`src/rtl/jt12_pg_pm.sv`:
```
// rtl/jt12_pg_pm.sv - FM phase generator with LFO phase modulation
// Eight-stage pipeline, one operator slot per clock, circulating per-slot accumulators.
module jt12_pg_pm #(
  parameter int SLOTS = 24,
  parameter int PHW   = 20,
  parameter int OUTW  = 10
) (
  input  logic            clk,
  input  logic            rst,
  input  logic [10:0]     fnum_I,
  input  logic [2:0]      block_I,
  input  logic [7:0]      pm_I,
  input  logic [2:0]      pms_I,
  input  logic [2:0]      dt1_II,
  input  logic [3:0]      mul_V,
  input  logic            pg_rst_III,
  input  logic            pg_stop,
  output logic [4:0]      keycode_III,
  output logic [OUTW-1:0] phase_VIII
);

  // stage I: phase modulation and block shift
  logic signed [7:0]  pm_scaled;
  logic signed [19:0] pm_prod;
  logic [11:0]        fnum_pm;
  logic [7:0]         pm_frac_unused;
  logic [17:0]        phinc_ii_d, phinc_ii_q;
  logic [4:0]         keycode_ii_d, keycode_ii_q;

  always_comb begin
    pm_scaled = 8'sd0;
    if (pms_I != 3'd0)
      pm_scaled = $signed(pm_I) >>> (3'd7 - pms_I);
    pm_prod = $signed({9'd0, fnum_I}) * $signed({{12{pm_scaled[7]}}, pm_scaled});
    // Adding fnum<<8 before dropping the fraction gives fnum + floor(prod/256).
    {fnum_pm, pm_frac_unused} = {1'b0, fnum_I, 8'd0} + pm_prod;
    if (block_I == 3'd0)
      phinc_ii_d = {7'd0, fnum_pm[11:1]};
    else
      phinc_ii_d = {6'd0, fnum_pm} << (block_I - 3'd1);
    keycode_ii_d = {block_I, fnum_I[10],
                    fnum_I[10] ? |fnum_I[9:7] : &fnum_I[9:7]};
  end

  // stage II: detune keycode
  logic [5:0]  dt_add;
  logic [5:0]  kf_iii_d, kf_iii_q;
  logic [17:0] phinc_iii_d, phinc_iii_q;
  logic [4:0]  keycode_iii_d, keycode_iii_q;
  logic [2:0]  dt1_iii_d, dt1_iii_q;

  always_comb begin
    case (dt1_II[1:0])
      2'd1:    dt_add = 6'd60;
      2'd2:    dt_add = 6'd4;
      2'd3:    dt_add = 6'd8;
      default: dt_add = 6'd0;
    endcase
    kf_iii_d      = {1'b0, keycode_ii_q} + dt_add;
    phinc_iii_d   = phinc_ii_q;
    keycode_iii_d = keycode_ii_q;
    dt1_iii_d     = dt1_II;
  end

  // stage III: detune offset, clamped per magnitude code
  logic [5:0]  pow2, unlimited, limit;
  logic [4:0]  offset_iv_d, offset_iv_q;
  logic [17:0] phinc_iv_d, phinc_iv_q;
  logic [2:0]  dt1_iv_d, dt1_iv_q;
  logic        pg_rst_iv_d, pg_rst_iv_q;

  always_comb begin
    case (kf_iii_q[2:0])
      3'd0:    pow2 = 6'd16;
      3'd1:    pow2 = 6'd17;
      3'd2:    pow2 = 6'd19;
      3'd3:    pow2 = 6'd20;
      3'd4:    pow2 = 6'd22;
      3'd5:    pow2 = 6'd24;
      3'd6:    pow2 = 6'd26;
      default: pow2 = 6'd29;
    endcase
    case (kf_iii_q[5:3])
      3'd0, 3'd1, 3'd2, 3'd3, 3'd4: unlimited = pow2 >> (3'd4 - kf_iii_q[5:3]);
      3'd5:                          unlimited = pow2 << 1;
      default:                       unlimited = 6'd0;
    endcase
    case (dt1_iii_q[1:0])
      2'd2:    limit = 6'd16;
      2'd3:    limit = 6'd22;
      default: limit = 6'd8;
    endcase
    offset_iv_d = (unlimited < limit) ? unlimited[4:0] : limit[4:0];
    phinc_iv_d  = phinc_iii_q;
    dt1_iv_d    = dt1_iii_q;
    pg_rst_iv_d = pg_rst_III;
  end

  // stage IV: apply detune
  logic [17:0] phinc_v_d, phinc_v_q;
  logic        pg_rst_v_d, pg_rst_v_q;

  always_comb begin
    phinc_v_d = phinc_iv_q;
    if (dt1_iv_q[1:0] != 2'd0)
      phinc_v_d = dt1_iv_q[2] ? phinc_iv_q - {13'd0, offset_iv_q}
                              : phinc_iv_q + {13'd0, offset_iv_q};
    pg_rst_v_d = pg_rst_iv_q;
  end

  // stage V: multiplier, zero means one half
  logic [17:0] phinc_vi_d, phinc_vi_q;
  logic        pg_rst_vi_d, pg_rst_vi_q;

  always_comb begin
    if (mul_V == 4'd0)
      phinc_vi_d = {1'b0, phinc_v_q[17:1]};
    else
      phinc_vi_d = phinc_v_q * {14'd0, mul_V};
    pg_rst_vi_d = pg_rst_v_q;
  end

  // stage VI: accumulate into the circulating phase memory
  logic [PHW-1:0]  mem_d [SLOTS];
  logic [PHW-1:0]  mem_q [SLOTS];
  logic [PHW-1:0]  acc_old, acc_new;
  logic [OUTW-1:0] phase_vii_d, phase_vii_q;
  logic [OUTW-1:0] phase_viii_d, phase_viii_q;

  always_comb begin
    acc_old = mem_q[SLOTS-1];
    if (pg_rst_vi_q)
      acc_new = '0;
    else if (pg_stop)
      acc_new = acc_old;
    else
      acc_new = acc_old + PHW'(phinc_vi_q);
    mem_d[0] = acc_new;
    for (int i = 1; i < SLOTS; i++)
      mem_d[i] = mem_q[i-1];
    phase_vii_d  = acc_new[PHW-1 -: OUTW];
    phase_viii_d = phase_vii_q;
  end

  always_ff @(posedge clk) begin
    if (rst) begin
      phinc_ii_q    <= '0;
      keycode_ii_q  <= '0;
      kf_iii_q      <= '0;
      phinc_iii_q   <= '0;
      keycode_iii_q <= '0;
      dt1_iii_q     <= '0;
      offset_iv_q   <= '0;
      phinc_iv_q    <= '0;
      dt1_iv_q      <= '0;
      pg_rst_iv_q   <= 1'b0;
      phinc_v_q     <= '0;
      pg_rst_v_q    <= 1'b0;
      phinc_vi_q    <= '0;
      pg_rst_vi_q   <= 1'b0;
      phase_vii_q   <= '0;
      phase_viii_q  <= '0;
      for (int i = 0; i < SLOTS; i++)
        mem_q[i] <= '0;
    end else begin
      phinc_ii_q    <= phinc_ii_d;
      keycode_ii_q  <= keycode_ii_d;
      kf_iii_q      <= kf_iii_d;
      phinc_iii_q   <= phinc_iii_d;
      keycode_iii_q <= keycode_iii_d;
      dt1_iii_q     <= dt1_iii_d;
      offset_iv_q   <= offset_iv_d;
      phinc_iv_q    <= phinc_iv_d;
      dt1_iv_q      <= dt1_iv_d;
      pg_rst_iv_q   <= pg_rst_iv_d;
      phinc_v_q     <= phinc_v_d;
      pg_rst_v_q    <= pg_rst_v_d;
      phinc_vi_q    <= phinc_vi_d;
      pg_rst_vi_q   <= pg_rst_vi_d;
      phase_vii_q   <= phase_vii_d;
      phase_viii_q  <= phase_viii_d;
      for (int i = 0; i < SLOTS; i++)
        mem_q[i] <= mem_d[i];
    end
  end

  assign keycode_III = keycode_iii_q;
  assign phase_VIII  = phase_viii_q;

endmodule

```
`config.mk`:
```
export PLATFORM = sky130hd
export DESIGN_NAME = jt12_pg_pm
export DESIGN_NICKNAME = d
export VERILOG_FILES = /design/src/rtl/jt12_pg_pm.sv
export SDC_FILE = /design/constraint.sdc
export NUM_CORES = 1
export LEC_CHECK = 0
export BUFFER_PORTS_ARGS = -buffer_cell sky130_fd_sc_hd__buf_2
export CAP_MARGIN = 20
export CORE_UTILIZATION = 70
export CTS_BUF_LIST = sky130_fd_sc_hd__clkbuf_8
export CTS_CLUSTER_DIAMETER = 120
export DETAILED_ROUTE_END_ITERATION = 8
export PLACE_DENSITY = 0.88
export RECOVER_POWER = 100
export SLEW_MARGIN = 20
export SYNTH_ARGS = -nofsm -noshare
export SYNTH_HDL_FRONTEND = slang
export SYNTH_SLANG_ARGS = --single-unit
```
`constraint.sdc`:
```
create_clock -name clk -period 11.1 [get_ports clk]
set_input_delay 1.665 -clock clk [delete_from_list [all_inputs] [get_ports clk]]
set_output_delay 1.665 -clock clk [all_outputs]
set_load 0.02 [all_outputs]
```
======== Yosys cells after proc, flatten, opt, wreduce, memory -nomap -nowiden ========
Memory sizes are Yosys's and may differ from the RTL's.
Cells that the tools add are included.
cells by class
  muxes and demuxes ....................... 40
  $add $sub $neg .......................... 8
  reductions and logical operators ........ 11
  eq/ne operators ......................... 16
  shifts and indexed selects .............. 3
  magnitude comparators ................... 1
  bitwise logic cells ..................... 24
  multipliers ............................. 2
operators with widths
  kind                  number
  $mux W20              26
  $mux W18              2
  $pmux W4 S7           1
  $or A1 B1 Y1          24
  $add A19 B20 Y20      1
  $add A20 B18 Y20      1
  $mul A12 B8 Y20       1
  $add A18 B5 Y18       1
  $mul A18 B4 Y18       1
  $pmux W6 S3           1
  $shl A12 B3 Y18       1
  $sub A18 B5 Y18       1
  $mux W17              1
  $eq A3 B3 Y1 const B  5
  $eq A3 B2 Y1 const B  4
  $pmux W6 S2           1
  $mux W11              1
  $pmux W5 S2           1
  $logic_not A3 Y1      3
  $eq A2 B2 Y1 const B  4
  $mux W8               1
  $sshr A8 B3 Y8        1
  $add A5 B6 Y6         1
  $eq A3 B1 Y1 const B  2
  other kinds (14)      19
word-level totals
  memories ................................ 1
  word-level logic and storage cells ...... 124
  bits of input ports ..................... 36
  register bits ........................... 140
  memory bits (writable) .................. 480
memories
  memory  depth  width  rd ports  clocked after Yosys merged registers in  wr ports  line  source
  mem_q   24     20     24        0                                        24        125   logic [PHW-1:0] mem_q [SLOTS];

======== Depth between registers and ports, before layout ========
Gate-level depths: netlist of the first run.
  depth in word-level cells ............... 7
  gate-level depth with buffers ........... 27
  depth with buffers taken out ............ 24

======== Worst setup path after synthesis of the first run ========
No wires, ideal clock.
  path type ............................... input to register
  from .................................... input port pms_I[0]
  to ...................................... register phinc_ii_q[9]
  library setup time ...................... 0.079 ns
  required time ........................... 11.021 ns
  data arrival time ....................... 7.595 ns
  path slack .............................. 3.425 ns
  stages on the path ...................... 21
  cell sequence ........................... clkbuf_1 > buf_1 > nor3b_1 > nor3_1 > and2_1 > fa_1 > fa_1 > fa_1 > inv_1 > fa_1 > inv_1 > ha_1 > a21o_1 > a31o_4 > a21oi_4 > o31ai_4 > a21oi_1 > o31ai_1 > mux4_2 > mux2_2 > a211oi_2
on the way
  word-level cells in the longest chain between the ends .. 7
RTL lines
  item                  line  source
  from (decl)           13    input logic [2:0] pms_I,
  $sub A3 B3 Y3         33    pm_scaled = $signed(pm_I) >>> (3'd7 - pms_I);
  $sshr A8 B3 Y8        33
  $mux W8 (*)           32    if (pms_I != 3'd0)
  $mul A12 B8 Y20 (*)   34    pm_prod = $signed({9'd0, fnum_I}) * $signed({{12{pm_scaled[7]}}, pm_scaled});
  $add A19 B20 Y20 (*)  36    {fnum_pm, pm_frac_unused} = {1'b0, fnum_I, 8'd0} + pm_prod;
  $shl A12 B3 Y18       40    phinc_ii_d = {6'd0, fnum_pm} << (block_I - 3'd1);
  $mux W11 (*)          37    if (block_I == 3'd0)
  to (signal assigned)  166   phinc_ii_q <= phinc_ii_d;
  to (decl)             27    logic [17:0] phinc_ii_d, phinc_ii_q;
Every way passes the cells marked *; elsewhere a longest branch is shown, timed or not.
A chain may end at the register's enable or synchronous reset.

==> results by group, run 1 <==
Outcome
  – Result of the run: finished, violations left
  – Violations in the final reports: max-capacitance violations, max-slew violations

Global route
  – Met3 track demand over resource in global routing: 4.34%
  – Global-route track usage on met1: 34.5%
  – Global-route wire length before repair: about 73 mm
  – Global-route total usage across every layer: between 20% and 30%
  – Vias in the first global route: between 15000 and 20000
  – Number of antenna violations at the first check in global routing: 0
  – Global route overflow: 0
  – Largest net degree at the start of global routing: approximately 110
  – GR Layer Usage met2: about two fifths
  – Layer carrying the most global-route usage: met2

Critical path
  – Worst r2r path cells: 14
  – WP data arrival: ~8.9 ns
  – Kind of end point of the critical path: flip-flop
  – Slack of the worst reg-to-reg path: between 6 and 7 ns
  – Crit-path max FO: 107
  – Crit path largest cell delay: ~3.1 ns
  – Setup CP Type: in2reg
  – Crit path launch type: input port
  – Crit-path slowest cell: sky130_fd_sc_hd__clkbuf_1
  – End of the worst register-to-register path: phinc_vi_q[17]
  – Crit Reg-Reg Startpoint: phinc_v_q[1]
  – Most frequent cell on the critical path: sky130_fd_sc_hd__clkbuf_1
  – Critical path data required time: 11.57 ns
  – Critical path cell sequence: clkbuf_1 -> clkbuf_1 -> buf_4 -> nor2b_1

Cells and area
  – Total Nets Final: 2692
  – Area taken by flip-flops and latches: approximately 12000 sq um
  – Area used by multi-input combinational logic: 11300 sq um
  – Commonest non-fill, non-tap cells in the layout: sky130_fd_sc_hd__dfxtp_1 (598), sky130_fd_sc_hd__nor2b_1 (522), sky130_fd_sc_hd__inv_1 (201), sky130_fd_sc_hd__nand2_1 (176), sky130_fd_sc_hd__nor2_1 (112)
  – Area Overhead vs Synth: 8.66%
  – Most common library cell in the layout ignoring fill and taps: sky130_fd_sc_hd__dfxtp_1
  – Fill count: roughly 2200
  – Antenna diode count: 0
  – Share of cells above drive strength 1: around 7.5%

Timing
  – Tcrit/Tclk final: between 70 and 80%
  – Unrepaired setup endpoints after global routing: false
  – Worst-margin pin slew: about 4.2 ns
  – Final setup violation count: 0
  – Max-slew headroom: -178%
  – Setup Total Neg Slack: 0 ns
  – Worst clock skew: 0.0272 ns
  – Worst slack on hold paths: roughly 0.41 ns
  – Final number of hold-violating endpoints: 0
  – Post-layout minimum cycle time: roughly 8.5 ns
  – Final Max Slew Viols: 497
  – Peak Freq: approximately 120 MHz

Clock tree
  – Register clock-pin slew on the reported worst setup and hold paths: 0.06 ns
  – H-tree levels: 3
  – Worst-skew pair later-pin latency: roughly 0.64 ns
  – Clock buffers created by TritonCTS: 85
  – Number of setup buffers added after CTS: 0
  – # clock sinks: approximately 600
  – TritonCTS clock tree: yes
  – Number of gates given a new drive strength after cts: 0
  – Root buffer cell: sky130_fd_sc_hd__clkbuf_8
  – Hold-fix buffers at CTS: 0
  – Clock Tree Buf Depth: 3

Yosys
  – Synth Area in Simple Gates: around 22%
  – Sequential share of the synthesized area: roughly 49%
  – Instance count of the mapped netlist: between 2000 and 2500
  – Number of synthesized flops with an enable pin: 0
  – Mux share of post-synthesis cell area: approximately 1.2%
  – Synth warn: 0
  – Primary FF master, synth: sky130_fd_sc_hd__dfxtp_1
  – Unique cell type count in the Yosys netlist: roughly 70
  – Post-synthesis register bit count: between 500 and 600
  – Fraction of the mapped netlist area in adder cells: 13.4%
  – Fraction of registers with async set or reset after synthesis: 0%
  – Largest family of logic cells by synthesized area: simple AND/OR/NAND/NOR gates
  – Syn_nets: 2671
  – Area fraction in compound gates after synthesis: approximately 7.3%
  – Post-synthesis instance area: around 24000 sq um
  – Parity-gate share of the synthesized area counting xor and xnor cells: 2.22%
  – Mean instance size in the synthesized netlist: around 10 sq um

Job
  – # Max-Cap Violations: 5

Placed design
  – HPWL reported at the end of detailed placement: 29.1 mm
  – Port bufs: 50
  – Routability congestion estimate from global placement: 0.911

Pwr
  – PwrDens: about 220 nW/um^2
  – Peak VDD IR: 0.249 mV
  – Standby leakage power: 0.0115 uW

Routing
  – Vias per std cell: about 5.3
  – DRC violations left: 0
  – Iteration count of the initial detailed-routing pass: 5
  – Total vias in the final route: 15700
  – Routed wire per std cell: between 10 and 15 um
  – Overall routed net length: roughly 43 mm
  – Number of design-rule violations left by the first detailed-router iteration: a little over 900
  – Number of nets with antenna violations after detailed routing: 0

Min path
  – Launch point of the worst hold path: mem_q[1][44]
  – Hold Path Stages: 1
  – WHS Endpoint: mem_q[1][64]
  – Worst hold path class: reg2reg

Die
  – Number of rows created at floorplan: 68
  – Number of I/O pins: 51
  – Starting density of the core: 70.8%
  – Core area: between 30000 and 40000 sq um
  – Die W: around 190 um
  – Chip Height: 189 um
  – Die outline area: about 36000 sq um
==> layer usage <==
| metal | wire (um) | share of wire, % |
|---|---|---|
| met2 | 19600 | 45 |
| met5 | 0 | 0 |
| met1 | 21000 | 48 |
| met3 | 1770 | 4.1 |
| met4 | 1150 | 2.6 |
==> layout make-up <==
type / instances / share of cell area, %
Sequential cell: 598 / 45.1
Inverter: 168 / 2.38
Tap cell: 455 / 2.15
Clock buffer: 102 / 5.29
Multi-Input combinational cell: 1541 / 42.6
Clock inverter: 54 / 1.46
Timing Repair Buffer: 58 / 1.03
==> per-stage QoR <==
stage | power, uW | instances | util (%) | cell area [sq um] | worst slack, ns
2_1_floorplan | 3800 | 2431 | - | 24400 | 3.43
3_3_place_gp | 4100 | 2820 | 72.0 | 24800 | 3.17
3_5_place_dp | 4160 | 2820 | 72.0 | 24800 | 2.96
4_1_cts | 5910 | 2976 | 77.1 | 26600 | 3.62
5_1_grt | 6240 | 2976 | 77.0 | 26500 | 1.79
6_report | 5860 | 2976 | 77.0 | 26500 | 2.65
==> critical path: cells and delay by family <==
kind / cells / cell delay (ns)
buffers and inverters: 3 / 7.02
and+or+nand+nor: 1 / 0.16
==> cells in the mapped netlist, drive strengths merged (28+ instances only) <==
cell type / instances / area [sq um]
inv: 168 / 631
nor2: 112 / 420
dfxtp: 598 / 12000
nor2b: 522 / 3270
o21ai: 34 / 170
and2: 45 / 282
xnor2: 45 / 394
fa: 95 / 1900
nand2: 176 / 661
nand3: 28 / 140
a21oi: 92 / 487
nor3: 36 / 180
clkbuf: 106 / 398
ha: 109 / 1360
==> power by group <==
part           internal (uW)  switching [uW]  leakage [uW]
combinational            800            1060       0.00559
sequential              2220            39.5       0.00483
clock                    940             798       0.00104
total                   3960            1900        0.0115
==> cell families (layout without fill, tap and decap cells) <==
group,after synthesis,in the layout
compound gates,264,264
xor+xnor,62,62
fa+ha+maj,205,205
buf+inv,292,382
flops,598,598
mux,19,19
simple gates,991,991
==> worst max-delay path by stage <==
| stage | cells past startpoint | end | start | slack [ns] |
|---|---|---|---|---|
| 2_1_floorplan | 21 | phinc_ii_q[9] | pms_I[0] | 3.43 |
| 3_3_place_gp | 23 | phinc_ii_q[9] | pms_I[0] | 3.17 |
| 3_5_place_dp | 23 | phinc_ii_q[9] | pms_I[0] | 2.96 |
| 4_1_cts | 23 | phinc_ii_q[9] | pms_I[0] | 3.62 |
| 5_1_grt | 4 | mem_q[0][49] | rst | 1.79 |
| 6_report | 4 | mem_q[0][49] | rst | 2.65 |
==> registers in the layout, summed over array words and instances (netlist names) <==
register      cells
mem_q           462
phinc_ii_q       18
phinc_iii_q      18
phinc_iv_q       18
phinc_v_q        18
phinc_vi_q       18
phase_VIII        9
phase_vii_q       9
kf_iii_q          6
keycode_ii_q      5
offset_iv_q       5
dt1_iii_q         3
dt1_iv_q          3
keycode_III       3
pg_rst_iv_q       1
pg_rst_v_q        1
pg_rst_vi_q       1
No activity file was read; power rests on OpenSTA's default activity.
==> run 2, diff against run 1 <==
CORE_UTILIZATION = 65   (was 70)
PLACE_DENSITY = 0.82   (was 0.88)
clock period = 8.03 ns   (was 11.1 ns; I/O delays follow)
==> run 2 against run 1 <==
The flow still finishes with violations (max-capacitance violations, max-slew violations). Power rose by 41%. Combinational power rose by 39%. First-iteration DRC count down 3.7%. Worst setup slack worse by 1.9 ns. Global-route usage shrank 1.6 points. Critical path type unchanged. Critical endpoint is now phinc_ii_q[9]. Largest cell class unchanged.
==> results by group, run 2 (synthesized netlist as in run 1, its figures left out) <==
Outcome
  – Result of the run: finished, violations left
  – Violations in the final reports: max-capacitance violations, max-slew violations

Die
  – Number of I/O pins: roughly 50
  – Chip Height: between 150 and 200 um
  – Die W: between 150 and 200 um
  – Core area: roughly 37000 sq um
  – Number of rows created at floorplan: 70
  – Starting density of the core: about two thirds
  – Die outline area: roughly 38000 sq um

Clock tree
  – TritonCTS clock tree: yes
  – Number of setup buffers added after CTS: 0
  – Hold-fix buffers at CTS: 0
  – H-tree levels: 3
  – Clock buffers created by TritonCTS: 86
  – Number of gates given a new drive strength after cts: 0
  – Clock Tree Buf Depth: 3
  – Register clock-pin slew on the reported worst setup and hold paths: approximately 0.07 ns
  – Worst-skew pair later-pin latency: 0.66 ns
  – # clock sinks: about 600
  – Root buffer cell: sky130_fd_sc_hd__clkbuf_8

Routing
  – Routed wire per std cell: approximately 15 um
  – Total vias in the final route: between 15000 and 20000
  – Number of design-rule violations left by the first detailed-router iteration: 875
  – Vias per std cell: between 5 and 6
  – Number of nets with antenna violations after detailed routing: 0
  – DRC violations left: 0
  – Overall routed net length: ~44 mm
  – Iteration count of the initial detailed-routing pass: 5

Timing
  – Worst clock skew: approximately 0.03 ns
  – Unrepaired setup endpoints after global routing: false
  – Tcrit/Tclk final: between 90% and 100%
  – Setup Total Neg Slack: 0 ns
  – Final Max Slew Viols: 591
  – Worst slack on hold paths: 0.419 ns
  – Worst-margin pin slew: 3.73 ns
  – Final number of hold-violating endpoints: 0
  – Peak Freq: approximately 140 MHz
  – Max-slew headroom: -149%
  – Final setup violation count: 0
  – Final setup margin: between 0.7 and 0.8 ns
  – Post-layout minimum cycle time: 7.28 ns

Critical path
  – Setup CP Type: in2reg
  – Crit path largest cell delay: between 0.5 and 0.6 ns
  – Most frequent cell on the critical path: sky130_fd_sc_hd__fa_1
  – Critical path cell sequence: clkbuf_1 -> o21a_1 -> nor2_1 -> nor2_1 -> and2_0 -> fa_1 -> fa_1 -> fa_1 -> inv_1 -> fa_1 -> inv_1 -> ha_1 -> or2_2 -> a21oi_1 -> o31ai_4 -> a21oi_1 -> o31ai_1 -> mux4_2 -> mux2_2 -> a211oi_1
  – CP endpoint: phinc_ii_q[9]
  – Crit path launch type: input port
  – Crit-path max FO: 17
  – Worst r2r path cells: 14
  – Launching element of the worst setup path: pms_I[0]
  – WP data arrival: approximately 7.8 ns
  – Crit-path slowest cell: sky130_fd_sc_hd__nor2_1
  – Kind of end point of the critical path: flip-flop
  – Critical path data required time: roughly 8.6 ns
  – Crit Reg-Reg Startpoint: phinc_v_q[1]
  – Slack of the worst reg-to-reg path: slightly below 4 ns
  – End of the worst register-to-register path: phinc_vi_q[17]

Min path
  – Worst hold path class: reg2reg

Global route
  – Global route overflow: 0
  – Vias in the first global route: between 15000 and 20000
  – Number of antenna violations at the first check in global routing: 0
  – Largest net degree at the start of global routing: approximately 210
  – Global-route total usage across every layer: between 20% and 30%
  – Global-route wire length before repair: roughly 74 mm

Cells and area
  – Post-route cell area: about 27000 sq um
  – Commonest non-fill, non-tap cells in the layout: sky130_fd_sc_hd__dfxtp_1 (598), sky130_fd_sc_hd__nor2b_1 (522), sky130_fd_sc_hd__inv_1 (187), sky130_fd_sc_hd__nand2_1 (176)
  – Register with the most flip-flops: mem_q
  – Most common library cell in the layout ignoring fill and taps: sky130_fd_sc_hd__dfxtp_1
  – Max reg flops: about 460
  – Total Nets Final: 2696
  – Area Overhead vs Synth: 9.30%
  – Finished Layout Cells: 2995
  – Share of cells above drive strength 1: 8.20%

Pwr
  – PwrDens: 310 nW/um^2
  – Peak VDD IR: about 0.23 mV
  – Standby leakage power: 0.0115 uW

Placed design
  – HPWL reported at the end of detailed placement: ~30 mm
  – Cell count after placement: 2836
  – Routability congestion estimate from global placement: approximately 0.87
  – Port bufs: 50
  – Worst slack at placement: 0.559 ns
  – Post-place instance area: approximately 25000 sq um

Job
  – # Max-Cap Violations: 5
run 2: changes by cell type in the layout (fill, tap and decap cells not counted), sizes merged:
cell / change
buf: +3
clkbuf: +10
clkinv: +6
clkinvlp: -2
diode: +2
inv: -13
run 2: stage by stage:
| stage | power, uW | utilization [%] |
|---|---|---|
| global placement | 5680 | 67.5 |
| detailed placement | 5770 | 67.5 |
| floorplan | 5250 | - |
| CTS | 8330 | 72.7 |
| global route | 8770 | 72.5 |
| finish | 8270 | 72.5 |
run 2: per-layer routing:
metal / vias up / wire length (um) / GRT usage [%]
met3: 68 / 1890 / 4.69
li1: 7825 / - / -
met4: 0 / 831 / 7.58
met1: 7273 / 21300 / 32.7
met5: - / 0 / 0
met2: 279 / 19600 / 37.0
run 2: worst min-delay path by stage:
stage | from | endpoint | slack, ns | cells after the start
after floorplan | dt1_iii_q[2] | dt1_iv_q[2] | 0.41 | 1
after global placement | phinc_ii_q[14] | phinc_iii_q[14] | 0.41 | 1
after detailed placement | mem_q[0][100] | mem_q[0][120] | 0.42 | 1
after CTS | mem_q[2][93] | mem_q[2][113] | 0.41 | 1
after global routing | mem_q[2][102] | mem_q[2][122] | 0.44 | 1
final | mem_q[2][93] | mem_q[2][113] | 0.42 | 1
run 2: area by class of cell:
class,instances,area (sq um)
antenna,2,5.00
clock buffer,112,1540
clock inverter,45,354
fill,2680,10100
inverter,168,631
multi-input combinational,1541,11300
sequential,598,12000
tap,468,586
timing repair buffer,61,299
run 2: power breakdown:
| part | internal (uW) | switching, uW |
|---|---|---|
| clock network | 1400 | 1140 |
| registers | 3070 | 56.1 |
| logic | 1100 | 1500 |
run 2: worst max-delay path: cells and delay by family:
family          cells  cell delay, ns
fa+ha+maj           5            2.45
compound gates      6            1.58
simple gates        4            1.40
mux                 2            0.77
buf+inv             3            0.41
==> run 3, diff against run 2 <==
CORE_ASPECT_RATIO = 0.5   (was default)
==> run 3 against run 2 <==
The run still ends with max-capacitance violations, max-slew violations left. Clock skew grew 0.012 ns. Worst setup slack better by 0.12 ns. Critical path depth grew 1. Global-route usage down 1.6 points.
==> results by group, run 3 (synthesized netlist as in run 1, its figures left out) <==
Cells and area
  – Register with the most flip-flops: mem_q
  – Area used by multi-input combinational logic: ~11000 sq um
  – Commonest non-fill, non-tap cells in the layout: sky130_fd_sc_hd__dfxtp_1 (598), sky130_fd_sc_hd__nor2b_1 (522), sky130_fd_sc_hd__inv_1 (188), sky130_fd_sc_hd__nand2_1 (176), sky130_fd_sc_hd__nor2_1 (112)
  – Final core utilization: between 70% and 80%
  – Max reg flops: roughly 460
  – Fill count: ~2600
  – Total Nets Final: around 2700
  – Share of cells above drive strength 1: approximately 7.4%
  – Area taken by flip-flops and latches: roughly 12000 sq um
  – Most common library cell in the layout ignoring fill and taps: sky130_fd_sc_hd__dfxtp_1
  – Area Overhead vs Synth: 8.32%

Outcome
  – Violations in the final reports: max-capacitance violations, max-slew violations
  – Result of the run: finished, violations left

Min path
  – Worst hold path class: reg2reg

Critical path
  – WP data arrival: about 7.7 ns
  – Critical path data required time: roughly 8.5 ns
  – Setup CP Type: in2reg
  – Slack of the worst reg-to-reg path: about 4 ns
  – Crit path launch type: input port
  – Crit-path max FO: 20
  – Kind of end point of the critical path: flip-flop

Clock tree
  – Hold-fix buffers at CTS: 0
  – Clock buffers created by TritonCTS: 77
  – Number of gates given a new drive strength after cts: 0
  – Worst-skew pair later-pin latency: between 0.6 and 0.7 ns
  – H-tree levels: 3
  – Register clock-pin slew on the reported worst setup and hold paths: around 0.070 ns
  – # clock sinks: approximately 600
  – Number of setup buffers added after CTS: 0
  – Root buffer cell: sky130_fd_sc_hd__clkbuf_8
  – TritonCTS clock tree: yes
  – Clock Tree Buf Depth: 3

Global route
  – Global-route wire length before repair: 70.0 mm
  – Vias in the first global route: between 10000 and 15000
  – Global route overflow: 0
  – Largest net degree at the start of global routing: approximately 260
  – Number of antenna violations at the first check in global routing: 1
  – Global-route total usage across every layer: 21.9%

Placed design
  – Routability congestion estimate from global placement: between 0.9 and 1
  – Port bufs: 50
  – HPWL reported at the end of detailed placement: 27.2 mm

Timing
  – Peak Freq: around 140 MHz
  – Final setup violation count: 0
  – Final Max Slew Viols: roughly 330
  – Worst-margin pin slew: 5.10 ns
  – Max-slew headroom: -240%
  – Unrepaired setup endpoints after global routing: false
  – Setup Total Neg Slack: 0 ns
  – Post-layout minimum cycle time: about 7.2 ns
  – Final number of hold-violating endpoints: 0
  – Tcrit/Tclk final: between 80% and 90%
  – Worst clock skew: 0.0418 ns

Routing
  – Number of design-rule violations left by the first detailed-router iteration: between 800 and 900
  – Routed wire per std cell: approximately 14 um
  – DRC violations left: 0
  – Total vias in the final route: between 15000 and 20000
  – Overall routed net length: 41.0 mm
  – Iteration count of the initial detailed-routing pass: 5
  – Vias per std cell: around 5.1
  – Number of nets with antenna violations after detailed routing: 0

Die
  – Starting density of the core: between 60% and 70%
  – Chip Height: roughly 140 um
  – Die W: between 200 and 300 um
  – Number of rows created at floorplan: 49
  – Number of I/O pins: 51
  – Core area: roughly 36000 sq um
  – Die outline area: 38400 sq um

Pwr
  – PwrDens: 302 nW/um^2
  – Peak VDD IR: between 0.2 and 0.25 mV
  – Standby leakage power: ~0.011 uW

Job
  – # Max-Cap Violations: 3
[run 3: stage by stage]
step,power (uW),area [sq um],worst slack [ns],hold WS [ns],cells
after floorplan,5250,24400,0.816,0.414,2431
after global placement,5750,24900,0.668,0.416,2851
after detailed placement,5790,24900,0.559,0.420,2851
after CTS,8070,26500,1.24,0.404,2986
after global routing,8520,26400,0.463,0.420,2987
final,7990,26400,0.865,0.403,2987
[run 3: final timing paths]
kind | start | endpoint | cells past startpoint
hold reg to reg | phase_vii_q[0] | phase_VIII[0] | 1
setup reg to reg | phinc_v_q[0] | phinc_vi_q[17] | 14
hold / removal | phase_vii_q[0] | phase_VIII[0] | 1
setup / recovery | pms_I[2] | phinc_ii_q[9] | 21
[run 3: routing by layer]
layer	GRT usage, %	share of wire, %	up-vias
met1	30.5	49	7128
met4	7.38	2.0	0
met5	0	0	-
met2	34.2	45	285
li1	-	-	7799
met3	4.68	4.4	64
[run 3: worst max-delay path: stages]
cell	delay [ns]
sky130_fd_sc_hd__clkbuf_1	0.31
sky130_fd_sc_hd__o21a_1	0.29
sky130_fd_sc_hd__nor2_1	0.59
sky130_fd_sc_hd__nor3_1	0.24
sky130_fd_sc_hd__and2_0	0.24
sky130_fd_sc_hd__fa_1	0.49
sky130_fd_sc_hd__fa_1	0.52
sky130_fd_sc_hd__fa_1	0.54
sky130_fd_sc_hd__inv_1	0.05
sky130_fd_sc_hd__fa_1	0.53
sky130_fd_sc_hd__inv_1	0.04
sky130_fd_sc_hd__ha_1	0.36
sky130_fd_sc_hd__a21o_1	0.25
sky130_fd_sc_hd__a31o_1	0.31
sky130_fd_sc_hd__a21oi_4	0.20
sky130_fd_sc_hd__o31ai_4	0.13
sky130_fd_sc_hd__a21oi_1	0.18
sky130_fd_sc_hd__o31ai_1	0.16
sky130_fd_sc_hd__mux4_2	0.51
sky130_fd_sc_hd__mux2_2	0.28
sky130_fd_sc_hd__a211oi_2	0.22
[run 3: cell type report]
type	count	area share [%]
timing repair buffer	60	1.18
sequential	598	45.3
clock buffer	99	5.15
antenna	1	0.00946
tap	484	2.29
inverter	168	2.38
clock inverter	36	0.965
multi-input combinational	1541	42.7
[run 3: power breakdown]
part           switching, uW  internal (uW)
clock network           1080           1190
registers               51.7           3070
logic                   1510           1100
